## src/rtl/flexbex_efpga_ctrl_multi_if.sv

```systemverilog
// Core/fabric signal bundle for the eFPGA custom-instruction controller.
// master = core + fabric side (drives requests/results), slave = controller.
interface flexbex_efpga_ctrl_multi_if #(
  parameter int DATA_WIDTH  = 32,
  parameter int NUM_RESULTS = 4,
  parameter int DELAY_WIDTH = 4,
  parameter int SEL_W       = $clog2(NUM_RESULTS)
);
  logic                              en_i;
  logic [SEL_W-1:0]                  operator_i;
  logic                              strobe_req_i;
  logic [DELAY_WIDTH-1:0]            delay_i;
  logic [NUM_RESULTS*DATA_WIDTH-1:0] result_i;
  logic                              efpga_done_i;
  logic                              ready_o;
  logic [DATA_WIDTH-1:0]             endresult_o;
  logic                              write_strobe_o;
  logic                              busy_o;
  logic                              error_o;

  modport master (
    output en_i, operator_i, strobe_req_i, delay_i, result_i, efpga_done_i,
    input  ready_o, endresult_o, write_strobe_o, busy_o, error_o
  );

  modport slave (
    input  en_i, operator_i, strobe_req_i, delay_i, result_i, efpga_done_i,
    output ready_o, endresult_o, write_strobe_o, busy_o, error_o
  );
endinterface

```

## src/rtl/flexbex_efpga_ctrl_multi.sv

```systemverilog
// eFPGA result controller: latency 1+delay (fixed) or done+1 (handshake); one request in flight, en_i ignored while busy.
// Optional done-mode timeout with error reporting under `define EFPGA_TIMEOUT_EN.
module flexbex_efpga_ctrl_multi #(
  parameter int DATA_WIDTH     = 32,
  parameter int NUM_RESULTS    = 4,
  parameter int DELAY_WIDTH    = 4,
  parameter int TIMEOUT_CYCLES = 1024,
  parameter int SEL_W          = $clog2(NUM_RESULTS)
) (
  input logic clk,
  input logic rst_n,
  flexbex_efpga_ctrl_multi_if.slave bus
);

  typedef enum logic [1:0] {S_IDLE, S_WAIT, S_DONE} state_t;

  localparam logic [DELAY_WIDTH-1:0] DLY_HANDSHAKE = '1;

  state_t                 state_q, state_d;
  logic [SEL_W-1:0]       sel_q;
  logic [DELAY_WIDTH-1:0] dly_q;
  logic [DELAY_WIDTH-1:0] cnt_q;
  logic [DATA_WIDTH-1:0]  endres_q;
  logic                   wstrb_q;
  logic                   err_q;
  logic [DATA_WIDTH-1:0]  sel_res;
  logic                   accept;
  logic                   capture;
  logic                   tmo;
  logic                   tmo_hit;
  logic                   done_mode;

  assign done_mode = (dly_q == DLY_HANDSHAKE);

  // Out-of-range selects fall back to channel 0.
  always_comb begin
    sel_res = bus.result_i[0 +: DATA_WIDTH];
    for (int n = 0; n < NUM_RESULTS; n++) begin
      if (sel_q == SEL_W'(n)) sel_res = bus.result_i[n*DATA_WIDTH +: DATA_WIDTH];
    end
  end

`ifdef EFPGA_TIMEOUT_EN
  localparam int TO_W = $clog2(TIMEOUT_CYCLES + 1);
  logic [TO_W-1:0] to_cnt_q;

  assign tmo_hit = (to_cnt_q == TO_W'(TIMEOUT_CYCLES - 1));

  always_ff @(posedge clk) begin
    if (!rst_n) begin
      to_cnt_q <= '0;
    end else if (accept) begin
      to_cnt_q <= '0;
    end else if (state_q == S_WAIT && done_mode && !capture && !tmo) begin
      to_cnt_q <= to_cnt_q + 1'b1;
    end
  end
`else
  assign tmo_hit = 1'b0;
`endif

  always_comb begin
    state_d = state_q;
    accept  = 1'b0;
    capture = 1'b0;
    tmo     = 1'b0;
    case (state_q)
      S_IDLE: begin
        if (bus.en_i) begin
          accept  = 1'b1;
          state_d = S_WAIT;
        end
      end
      S_WAIT: begin
        if (!done_mode) begin
          capture = (cnt_q == dly_q);
        end else if (bus.efpga_done_i) begin
          capture = 1'b1;
        end else begin
          tmo = tmo_hit;
        end
        if (capture || tmo) state_d = S_DONE;
      end
      S_DONE:  state_d = S_IDLE;
      default: state_d = S_IDLE;
    endcase
  end

  always_ff @(posedge clk) begin
    if (!rst_n) begin
      state_q  <= S_IDLE;
      sel_q    <= '0;
      dly_q    <= '0;
      cnt_q    <= '0;
      endres_q <= '0;
      wstrb_q  <= 1'b0;
      err_q    <= 1'b0;
    end else begin
      state_q <= state_d;
      if (accept) begin
        sel_q   <= bus.operator_i;
        dly_q   <= bus.delay_i;
        cnt_q   <= '0;
        wstrb_q <= bus.strobe_req_i;
      end else if (state_q == S_WAIT && !done_mode && !capture) begin
        cnt_q <= cnt_q + 1'b1;
      end
      if (capture) begin
        endres_q <= sel_res;
        wstrb_q  <= 1'b0;
        err_q    <= 1'b0;
      end else if (tmo) begin
        endres_q <= '1;
        wstrb_q  <= 1'b0;
        err_q    <= 1'b1;
      end
    end
  end

  assign bus.ready_o        = (state_q == S_DONE);
  assign bus.busy_o         = (state_q != S_IDLE);
  assign bus.endresult_o    = endres_q;
  assign bus.write_strobe_o = wstrb_q;
  assign bus.error_o        = err_q;

endmodule

```

## src/flat_wrapper.sv

```systemverilog
// flat-port wrapper written by rule: the top's interface ports become plain ports
module flexbex_efpga_ctrl_multi_flat 
#(
  parameter int DATA_WIDTH     = 32,
  parameter int NUM_RESULTS    = 4,
  parameter int DELAY_WIDTH    = 4,
  parameter int TIMEOUT_CYCLES = 1024,
  parameter int SEL_W          = $clog2(NUM_RESULTS)
)
  (clk, rst_n, bus_en_i, bus_operator_i, bus_strobe_req_i, bus_delay_i, bus_result_i, bus_efpga_done_i, bus_ready_o, bus_endresult_o, bus_write_strobe_o, bus_busy_o, bus_error_o);
  flexbex_efpga_ctrl_multi_if #(.DATA_WIDTH(DATA_WIDTH), .NUM_RESULTS(NUM_RESULTS), .DELAY_WIDTH(DELAY_WIDTH), .SEL_W(SEL_W)) bus_i ();
  input logic clk;
  input logic rst_n;
  input wire logic [$bits(bus_i.en_i)-1:0] bus_en_i;
  input wire logic [$bits(bus_i.operator_i)-1:0] bus_operator_i;
  input wire logic [$bits(bus_i.strobe_req_i)-1:0] bus_strobe_req_i;
  input wire logic [$bits(bus_i.delay_i)-1:0] bus_delay_i;
  input wire logic [$bits(bus_i.result_i)-1:0] bus_result_i;
  input wire logic [$bits(bus_i.efpga_done_i)-1:0] bus_efpga_done_i;
  output wire logic [$bits(bus_i.ready_o)-1:0] bus_ready_o;
  output wire logic [$bits(bus_i.endresult_o)-1:0] bus_endresult_o;
  output wire logic [$bits(bus_i.write_strobe_o)-1:0] bus_write_strobe_o;
  output wire logic [$bits(bus_i.busy_o)-1:0] bus_busy_o;
  output wire logic [$bits(bus_i.error_o)-1:0] bus_error_o;
  assign bus_i.en_i = bus_en_i;
  assign bus_i.operator_i = bus_operator_i;
  assign bus_i.strobe_req_i = bus_strobe_req_i;
  assign bus_i.delay_i = bus_delay_i;
  assign bus_i.result_i = bus_result_i;
  assign bus_i.efpga_done_i = bus_efpga_done_i;
  assign bus_ready_o = bus_i.ready_o;
  assign bus_endresult_o = bus_i.endresult_o;
  assign bus_write_strobe_o = bus_i.write_strobe_o;
  assign bus_busy_o = bus_i.busy_o;
  assign bus_error_o = bus_i.error_o;
  flexbex_efpga_ctrl_multi #(.DATA_WIDTH(DATA_WIDTH), .NUM_RESULTS(NUM_RESULTS), .DELAY_WIDTH(DELAY_WIDTH), .TIMEOUT_CYCLES(TIMEOUT_CYCLES), .SEL_W(SEL_W)) u_core (.clk(clk), .rst_n(rst_n), .bus(bus_i));
endmodule
```

## config.mk

```make
export PLATFORM = sky130hd
export DESIGN_NAME = flexbex_efpga_ctrl_multi_flat
export DESIGN_NICKNAME = d
export VERILOG_FILES = /design/src/rtl/flexbex_efpga_ctrl_multi_if.sv /design/src/rtl/flexbex_efpga_ctrl_multi.sv /design/src/flat_wrapper.sv
export SDC_FILE = /design/constraint.sdc
export NUM_CORES = 1
export LEC_CHECK = 0
export ABC_AREA = 1
export CAP_MARGIN = 25
export CORE_MARGIN = 5
export CORE_UTILIZATION = 41
export CTS_BUF_LIST = sky130_fd_sc_hd__clkbuf_4 sky130_fd_sc_hd__clkbuf_8
export CTS_CLUSTER_DIAMETER = 200
export DETAILED_ROUTE_END_ITERATION = 12
export HOLD_SLACK_MARGIN = 0.03
export PLACE_DENSITY = 0.81
export SETUP_SLACK_MARGIN = 0.4
export SKIP_CTS_REPAIR_TIMING = 1
export SYNTH_ARGS = -nofsm -noshare
export SYNTH_HDL_FRONTEND = slang
export SYNTH_SLANG_ARGS = --single-unit
```

## constraint.sdc

```tcl
create_clock -name clk -period 1.8 [get_ports clk]
set_input_delay 0.27 -clock clk [delete_from_list [all_inputs] [get_ports clk]]
set_output_delay 0.27 -clock clk [all_outputs]
set_load 0.005 [all_outputs]
```

# Yosys cells after proc, flatten, opt, wreduce, memory -nomap -nowiden
# Index checks and enable logic that the tools add are counted.
# word_totals
in_bits,139
reg_bits,46
wordCells,46
out_inout_bits,36
# op_classes
bitwise_logic,1
addsub,1
mux,16
eq_ne,9
n_reduce_logical,12
# op_table
operator,count
32-bit two-way mux,5
1-bit two-way mux,8
2-bit == test (second input constant),3
4-bit by 1-bit adder with 4-bit output (second input constant),1
2-bit by 1-bit == test with 1-bit output (second input constant),2
4-bit == test,1
4-bit == test (second input constant),1
2-bit two-way mux,2
2-bit one-hot mux with 2 select lines,1
2-bit nonzero test,2
2-bit OR reduction,2
3-bit OR reduction,1
1-bit logical AND,2
1-bit logical NOT,2
2-bit logical NOT,1
2-bit by 1-bit inequality test with 1-bit output (second input constant),1
2-bit inequality test (second input constant),1
2-bit AND reduction,1
1-bit logical OR,1
1-bit inverter,1

# Longest topological paths before layout
# Gate-level depths: netlist of the first run.
# logic_depth
ltp_word,6
ltp_mapped,10
mapped_depth_nobuf,9

# Worst setup path before layout of the first run
# OpenSTA, ideal clock, no wires.
# synth_timing
kind,flip-flop to flip-flop
from,register u_core.dly_q[1]
to,"register u_core.endres_q[10], in the netlist u_core.bus.endresult_o[10]"
synth_period_minus_slack_ns,1.310
n_path_buf,1
t_arrival_ns,1.196
setup_ns,0.114
slack_ns,0.490
required_time_ns,1.686
stages_incl_launch_ff,11
path_cell_list,dfxtp_1 inv_2 nand2_1 nand2_1 nor2_2 nand2_2 nand2_2 nand3_4 buf_6 nand3_2 nand2_1
# synth_via
elab_chain_cells,5
word_cells_on_any_way,7
cone_classes,eq/ne (2); mux (4); reduce/logical (1)
# synth_lines
element,line,text
from (decl),flexbex_efpga_ctrl_multi.sv:21,logic [DELAY_WIDTH-1:0] dly_q;
from (signal assigned),flexbex_efpga_ctrl_multi.sv:102,dly_q <= bus.delay_i;
"4-bit == test, on equally long branches","flexbex_efpga_ctrl_multi.sv:76, flexbex_efpga_ctrl_multi.sv:33",
1-bit two-way mux (*),flexbex_efpga_ctrl_multi.sv:75,if (!done_mode) begin
1-bit two-way mux (*) (2 in a row),flexbex_efpga_ctrl_multi.sv:67,case (state_q)
32-bit two-way mux / 2-bit nonzero test (equally long branches),-,
to (signal assigned),flexbex_efpga_ctrl_multi.sv:109,endres_q <= sel_res;
to (decl),flexbex_efpga_ctrl_multi.sv:23,logic [DATA_WIDTH-1:0] endres_q;
# Mark *: on every way between the ends. The rest lies on a longest branch, timed or not. The select of a mux whose other input is x is not followed.
# A chain may end at the register's enable or synchronous reset.

# Worst setup path after layout of the first run
# layout_timing
from,register u_core.dly_q[2]
to,"register u_core.endres_q[24], in the netlist u_core.bus.endresult_o[24]"
# Same word-level chain as after synthesis.

==> Implementation_results.wiki, run 1 <==
{| class="wikitable"
! Metric !! Value
|-
| Clock Tree Root || clkbuf_8
|-
| Overall Power || 3393 uW
|-
| Slack of the worst reg-to-reg path || ~0.24 ns
|-
| Per-cell routed wire length || 15.34 microns
|-
| Worst EP required || 2.03 ns
|-
| Area growth syn-to-layout || 68.42%
|-
| Unique masters post-synth || 27
|-
| Most repeated cell in the gate-level netlist after synthesis || nand2_1
|-
| Tcrit/Tclk final || between 80% and 90%
|-
| Leakage power || 0.002968 uW
|-
| Net count after synthesis || roughly 630
|-
| First-pass detailed-route iteration total || 4
|-
| CTS buffer count || 5
|-
| Setup repair after global routing missed its margin || true
|-
| Clock network latency to the later pin of the worst-skew pair || 0.29 ns
|-
| Gpl congestion || approximately 0.91
|-
| PwrDens || around 600 mW/mm^2
|-
| Largest area contributor in the netlist || dfxtp_1
|-
| Setup clock skew after layout || slightly below 0.008 ns
|-
| Fraction of synthesis flops using an asynchronous set or reset pin || 0%
|-
| Post-Synthesis Mean Instance Area || between 6 and 7 sq um
|-
| Top Ports || 175
|-
| Post-Synthesis Cells || just under 500
|-
| Top flip-flop cell by instance count after synthesis || dfxtp_1
|-
| Post-synth EDFFs || 0
|-
| Peak supply drop || approximately 0.38 mV
|-
| Post-route antenna net violation count || 0
|-
| Number of warnings reported in the yosys synthesis log || 0
|-
| Post-route cell area || 0.005618 sq mm
|-
| Starting density of the core || about two fifths
|-
| Setup-violating endpoint count in the final report || 0
|-
| Initial antenna violation count || 0
|-
| Number of standard-cell rows in the floorplan || 33
|-
| Achievable Freq || about 0.64 GHz
|-
| Core region area || between 0.008 and 0.009 sq mm
|-
| Min-delay worst type || primary input to flip-flop
|-
| Clock Power Share || between 20% and 30%
|-
| Clock slew at the register clock pins of the worst setup and hold paths || 0.09 ns
|-
| Global-route wire length before repair || roughly 18 mm
|-
| Detailed Route Iter0 Violations || 145
|-
| Share of layout cells above drive strength 1 || 20.66%
|-
| Post-Syn Area || about 0.0033 sq mm
|-
| Die Outline Area || 0.01004 sq mm
|-
| CTS Buffer Depth || 2
|-
| Pin count of the biggest net entering global routing || 41
|-
| Critical Path Start Type || flip-flop
|-
| Pint || 2310 uW
|-
| Reported max-cap violation count || 0
|-
| Number of sinks driven by the clock tree || 45
|-
| Post-synth top area share || 27.01%
|-
| Via density per instance || 5.168
|-
| Sequential share of the synthesized area || 27.01%
|-
| Combinational share of power || between 40% and 50%
|-
| Via count of the first global-routing pass || 3859
|-
| Via count || around 4000
|-
| Relative contribution of sequential cells to total power || roughly a third
|-
| Synth cell count leaders || nand2_1 (153), nand3_1 (101), dfxtp_1 (45), nand4_1 (35), nand3_2 (29)
|-
| Arrival time worst endpoint || 1.80 ns
|-
| Number of pins exceeding their max-slew limit in the final report || 0
|-
| Most area-consuming cells after synthesis || dfxtp_1 (27%), nand2_1 (17%), nand3_1 (15%)
|-
| DRT Wirelength || approximately 12 mm
|-
| DR DRC count || 0
|-
| Net Switching || 1083 uW
|-
| Switching portion of total power || between 30% and 40%
|-
| Crit-path max FO || 8
|-
| Die H || 100.2 microns
|-
| Die Span X || between 100 and 150 microns
|-
| Detail Placement HPWL || 8.652 mm
|-
| Level count of the clock H-tree || 2
|-
| Nature of the critical path endpoint || flip-flop
|-
| Diode insertion count for antenna repair || 0
|-
| Summed negative setup slack over all endpoints || 0 ns
|-
| Status || finished clean
|-
| CTS tree || yes
|-
| Final-report hold violation count || 0
|-
| Clock period minus final worst setup slack || between 1.5 and 2 ns
|-
| Post-detailed-placement cell area || approximately 0.005 sq mm
|-
| Fraction of the core area covered by cells at the end of the flow || between 60% and 70%
|-
| Worst setup path class || flip-flop to flip-flop
|-
| Global-route usage over all layers || a little over a fifth
|-
| Count of input and output buffers || ~170
|-
| Congestion Overflow GR || 0
|-
| Net count reported at finish || between 800 and 900
|-
| Number of synthesized register bits || 45
|}
-- layer usage --
metal / vias up / global-route usage, % / share of wire (%)
li1: 2001 / - / -
met1: 1794 / 25.78 / 39
met2: 178 / 36.85 / 50
met3: 22 / 5.976 / 8.4
met4: 0 / 7.358 / 2.5
met5: - / 0 / 0
-- cells by family (layout without fill, tap and decap cells) --
logic type	count (synthesis)	in the layout	synth area share (%)
adders and majority gates	1	1	0.3750
other	1	1	0.1124
xor gates and xnor gates	2	2	0.5252
DFF	45	45	27.01
AOI/OAI and AO/OA	18	18	3.038
and+or+nand+nor	365	365	56.94
buffers and inverters	60	236	12.00
-- state kept, by name, indices dropped and copies added (netlist names) --
signal / flops
u_core.cnt_q: 4
u_core.bus.write_strobe_o: 1
u_core.bus.endresult_o: 32
u_core.state_q: 2
u_core.sel_q: 2
u_core.dly_q: 4
-- critical path, cell delays in order, from the launching register on --
cell,delay [ns]
dfxtp_4,0.38
inv_2,0.04
nand2_1,0.05
nand2_1,0.07
nor2_2,0.16
nand2_4,0.10
a21oi_4,0.30
clkbuf_16,0.22
nand4_1,0.09
nand2_1,0.08
-- power groups by stage --
stage,Combinational [uW],Clock (uW),Sequential [uW]
after global placement,1240,0,1150
final,1450,804,1140
after detailed placement,1250,0,1160
after global routing,1580,858,1150
after CTS,1260,821,1130
after floorplan,696,0,1150
-- worst paths after layout --
path                                              to                               startpoint  cells after the start
max          u_core.bus.endresult_o[24]$_SDFFE_PN0P_             u_core.dly_q[2]$_SDFFE_PN0P_                      9
min                     u_core.dly_q[2]$_SDFFE_PN0P_                                    rst_n                      3
max reg2reg  u_core.bus.endresult_o[24]$_SDFFE_PN0P_             u_core.dly_q[2]$_SDFFE_PN0P_                      9
min reg2reg  u_core.bus.endresult_o[31]$_SDFFE_PN0P_  u_core.bus.endresult_o[31]$_SDFFE_PN0P_                      2
-- final cells by class --
| class | instances | area [sq um] |
|---|---|---|
| inverters | 18 | 67.56 |
| multi-input cells | 387 | 2083 |
| clock buffers | 7 | 90.09 |
| well taps | 105 | 131.4 |
| flip-flops and latches | 45 | 953.4 |
| clock inverters | 1 | 30.03 |
| fillers | 647 | 2434 |
| repair buffers | 210 | 2262 |
-- placed cells by master (no fill, tap or decap), types with 7 or more instances in the layout --
cell type,count
a21oi_1,10
buf_4,20
clkdlybuf4s50_1,139
dfxtp_1,15
dfxtp_2,24
dlymetal6s2s_1,33
inv_1,7
inv_2,11
nand2_1,149
nand3_1,100
nand3_2,30
nand4_1,35
or2_0,28
-- stage by stage --
step	setup WS [ns]	cells	hold slack, ns
after floorplan	0.4904	492	0.4130
after global placement	0.2872	747	0.4439
after detailed placement	0.2891	747	0.4528
after CTS	0.1747	755	0.3685
after global routing	0.1880	773	0.3949
final	0.2370	773	0.3682
(Power assumes the default switching activity.)
==> run 2: changes to the inputs <==
- CORE_MARGIN: 5 -> unset
==> Implementation_results.wiki, run 2 (synthesis gave the netlist of run 1 again) <==
{| class="wikitable"
! Metric !! Value
|-
| Post-route antenna net violation count || 0
|-
| Total length of routed met2 wires || approximately 5.6 mm
|-
| CTS tree || yes
|-
| Pin count of the biggest net entering global routing || 65
|-
| Post-route cell area || around 0.0055 sq mm
|-
| Final critical-path setup slack || 0.3170 ns
|-
| Number of pins exceeding their max-slew limit in the final report || 0
|-
| Congestion Overflow GR || 0
|-
| Status || finished clean
|-
| Number of standard-cell rows in the floorplan || 32
|-
| Count of input and output buffers || roughly 170
|-
| Number of sinks driven by the clock tree || 45
|-
| Post-detailed-placement cell area || ~0.0050 sq mm
|-
| Routed metal-1 wire length || roughly 4.3 mm
|-
| Slack of the worst reg-to-reg path || approximately 0.32 ns
|-
| Via count || 3881
|-
| Via density per instance || between 5 and 6
|-
| Net count reported at finish || between 800 and 900
|-
| Worst reg-to-reg path cell count || 10
|-
| Setup-violating endpoint count in the final report || 0
|-
| DR DRC count || 0
|-
| Min-delay worst type || primary input to flip-flop
|-
| Via count of the first global-routing pass || 3464
|-
| Most frequent cells in the layout || nand2_1 (153), clkdlybuf4s50_1 (138), nand3_1 (100)
|-
| Peak supply drop || roughly 0.37 mV
|-
| Critical Path Start Type || flip-flop
|-
| Max FFs per register || 32
|-
| Area growth syn-to-layout || 65.53%
|-
| Area used by sequential logic in the layout || 944.7 sq um
|-
| Final-layout fill cell count || between 600 and 700
|-
| Die H || a little over 90 microns
|-
| Die Span X || between 90 and 100 microns
|-
| Setup repair after global routing missed its margin || true
|-
| PwrDens || about 600 mW/mm^2
|-
| Final-report hold violation count || 0
|-
| Hold Path Cell Cnt || 3
|-
| Fraction of the core area covered by cells at the end of the flow || 70.72%
|-
| Tcrit/Tclk final || approximately 82%
|-
| Area of the multi-input gates || slightly above 0.002 sq mm
|-
| Core region area || between 0.007 and 0.008 sq mm
|-
| DRT Wirelength || around 11 mm
|-
| Per-cell routed wire length || 13.92 microns
|-
| Crit-path max FO || 12
|-
| Detail Placement HPWL || slightly below 8 mm
|-
| Die Outline Area || approximately 0.0085 sq mm
|-
| Initial antenna violation count || 0
|-
| Clock period minus final worst setup slack || 1.483 ns
|-
| Top Ports || approximately 180
|-
| Worst setup path class || flip-flop to flip-flop
|-
| Nature of the critical path endpoint || flip-flop
|-
| CTS Buffer Depth || 2
|-
| First-pass detailed-route iteration total || 6
|-
| Level count of the clock H-tree || 2
|-
| Global-route wire length before repair || approximately 16 mm
|-
| Summed negative setup slack over all endpoints || 0 ns
|-
| Worst EP required || between 1.5 and 2 ns
|-
| Clock slew at the register clock pins of the worst setup and hold paths || around 0.090 ns
|-
| Setup clock skew after layout || between 0.007 and 0.008 ns
|-
| Share of layout cells above drive strength 1 || 19.91%
|-
| Starting density of the core || 42.72%
|-
| Achievable Freq || 0.6743 GHz
|-
| Setup WS pre-CTS || around 0.15 ns
|-
| Total length of routed met3 wires || approximately 590 microns
|-
| Reported max-cap violation count || 0
|-
| Clock network latency to the later pin of the worst-skew pair || ~0.3 ns
|-
| Gpl congestion || just under 0.9
|-
| Detailed Route Iter0 Violations || around 130
|-
| Global-route usage over all layers || 23.46%
|-
| Commonest non-fill, non-tap cell in the layout || nand2_1
|-
| CTS buffer count || 5
|-
| Arrival time worst endpoint || 1.68 ns
|-
| Clock Tree Root || clkbuf_8
|-
| Leakage power || approximately 0.003 uW
|-
| Diode insertion count for antenna repair || 0
|-
| Uppermost metal layer occupied by signal nets || met4
|}
==> run 2: through the flow <==
step / instances / total power (uW) / hold slack [ns]
after floorplan: 492 / 1844 / 0.4130
after global routing: 770 / 3497 / 0.3042
after CTS: 749 / 3189 / 0.2749
after detailed placement: 741 / 2382 / 0.4566
final: 770 / 3309 / 0.2722
after global placement: 741 / 2363 / 0.4457
==> run 2: cell type report <==
type,instances,area share (%)
Tap cell,102,2.311
Multi-Input combinational cell,388,37.48
Sequential cell,45,17.11
Inverter,18,1.314
Timing Repair Buffer,209,39.61
Clock inverter,1,0.5438
Clock buffer,7,1.632
==> run 2: critical path, stage by stage, from the launching register on <==
cell	delay [ns]
dfxtp_2	0.38
inv_2	0.04
nand2_1	0.05
nand2_1	0.07
nor2_2	0.16
nand2_4	0.10
nand2_4	0.09
nand3_4	0.16
buf_12	0.20
nand3_1	0.08
nand2_1	0.05
==> run 2: per-layer routing <==
layer  vias to the layer above  track usage (%)
met3                        18            4.146
met1                      1722            28.05
met4                         0            8.073
met2                       143            41.92
li1                       1998                -
met5                         -                0
==> run 2: worst paths after layout <==
path / startpoint / to
max reg2reg: u_core.dly_q[3]$_SDFFE_PN0P_ / u_core.bus.endresult_o[1]$_SDFFE_PN0P_
min reg2reg: u_core.bus.endresult_o[8]$_SDFFE_PN0P_ / u_core.bus.endresult_o[8]$_SDFFE_PN0P_
max: u_core.dly_q[3]$_SDFFE_PN0P_ / u_core.bus.endresult_o[1]$_SDFFE_PN0P_
min: rst_n / u_core.dly_q[2]$_SDFFE_PN0P_
==> run 2: power by group <==
group          leakage, uW  internal (uW)  switching [uW]
Clock            0.0000619            468             342
Combinational      0.00250            709             652
Sequential        0.000381           1080            58.9
Total              0.00295           2260            1050
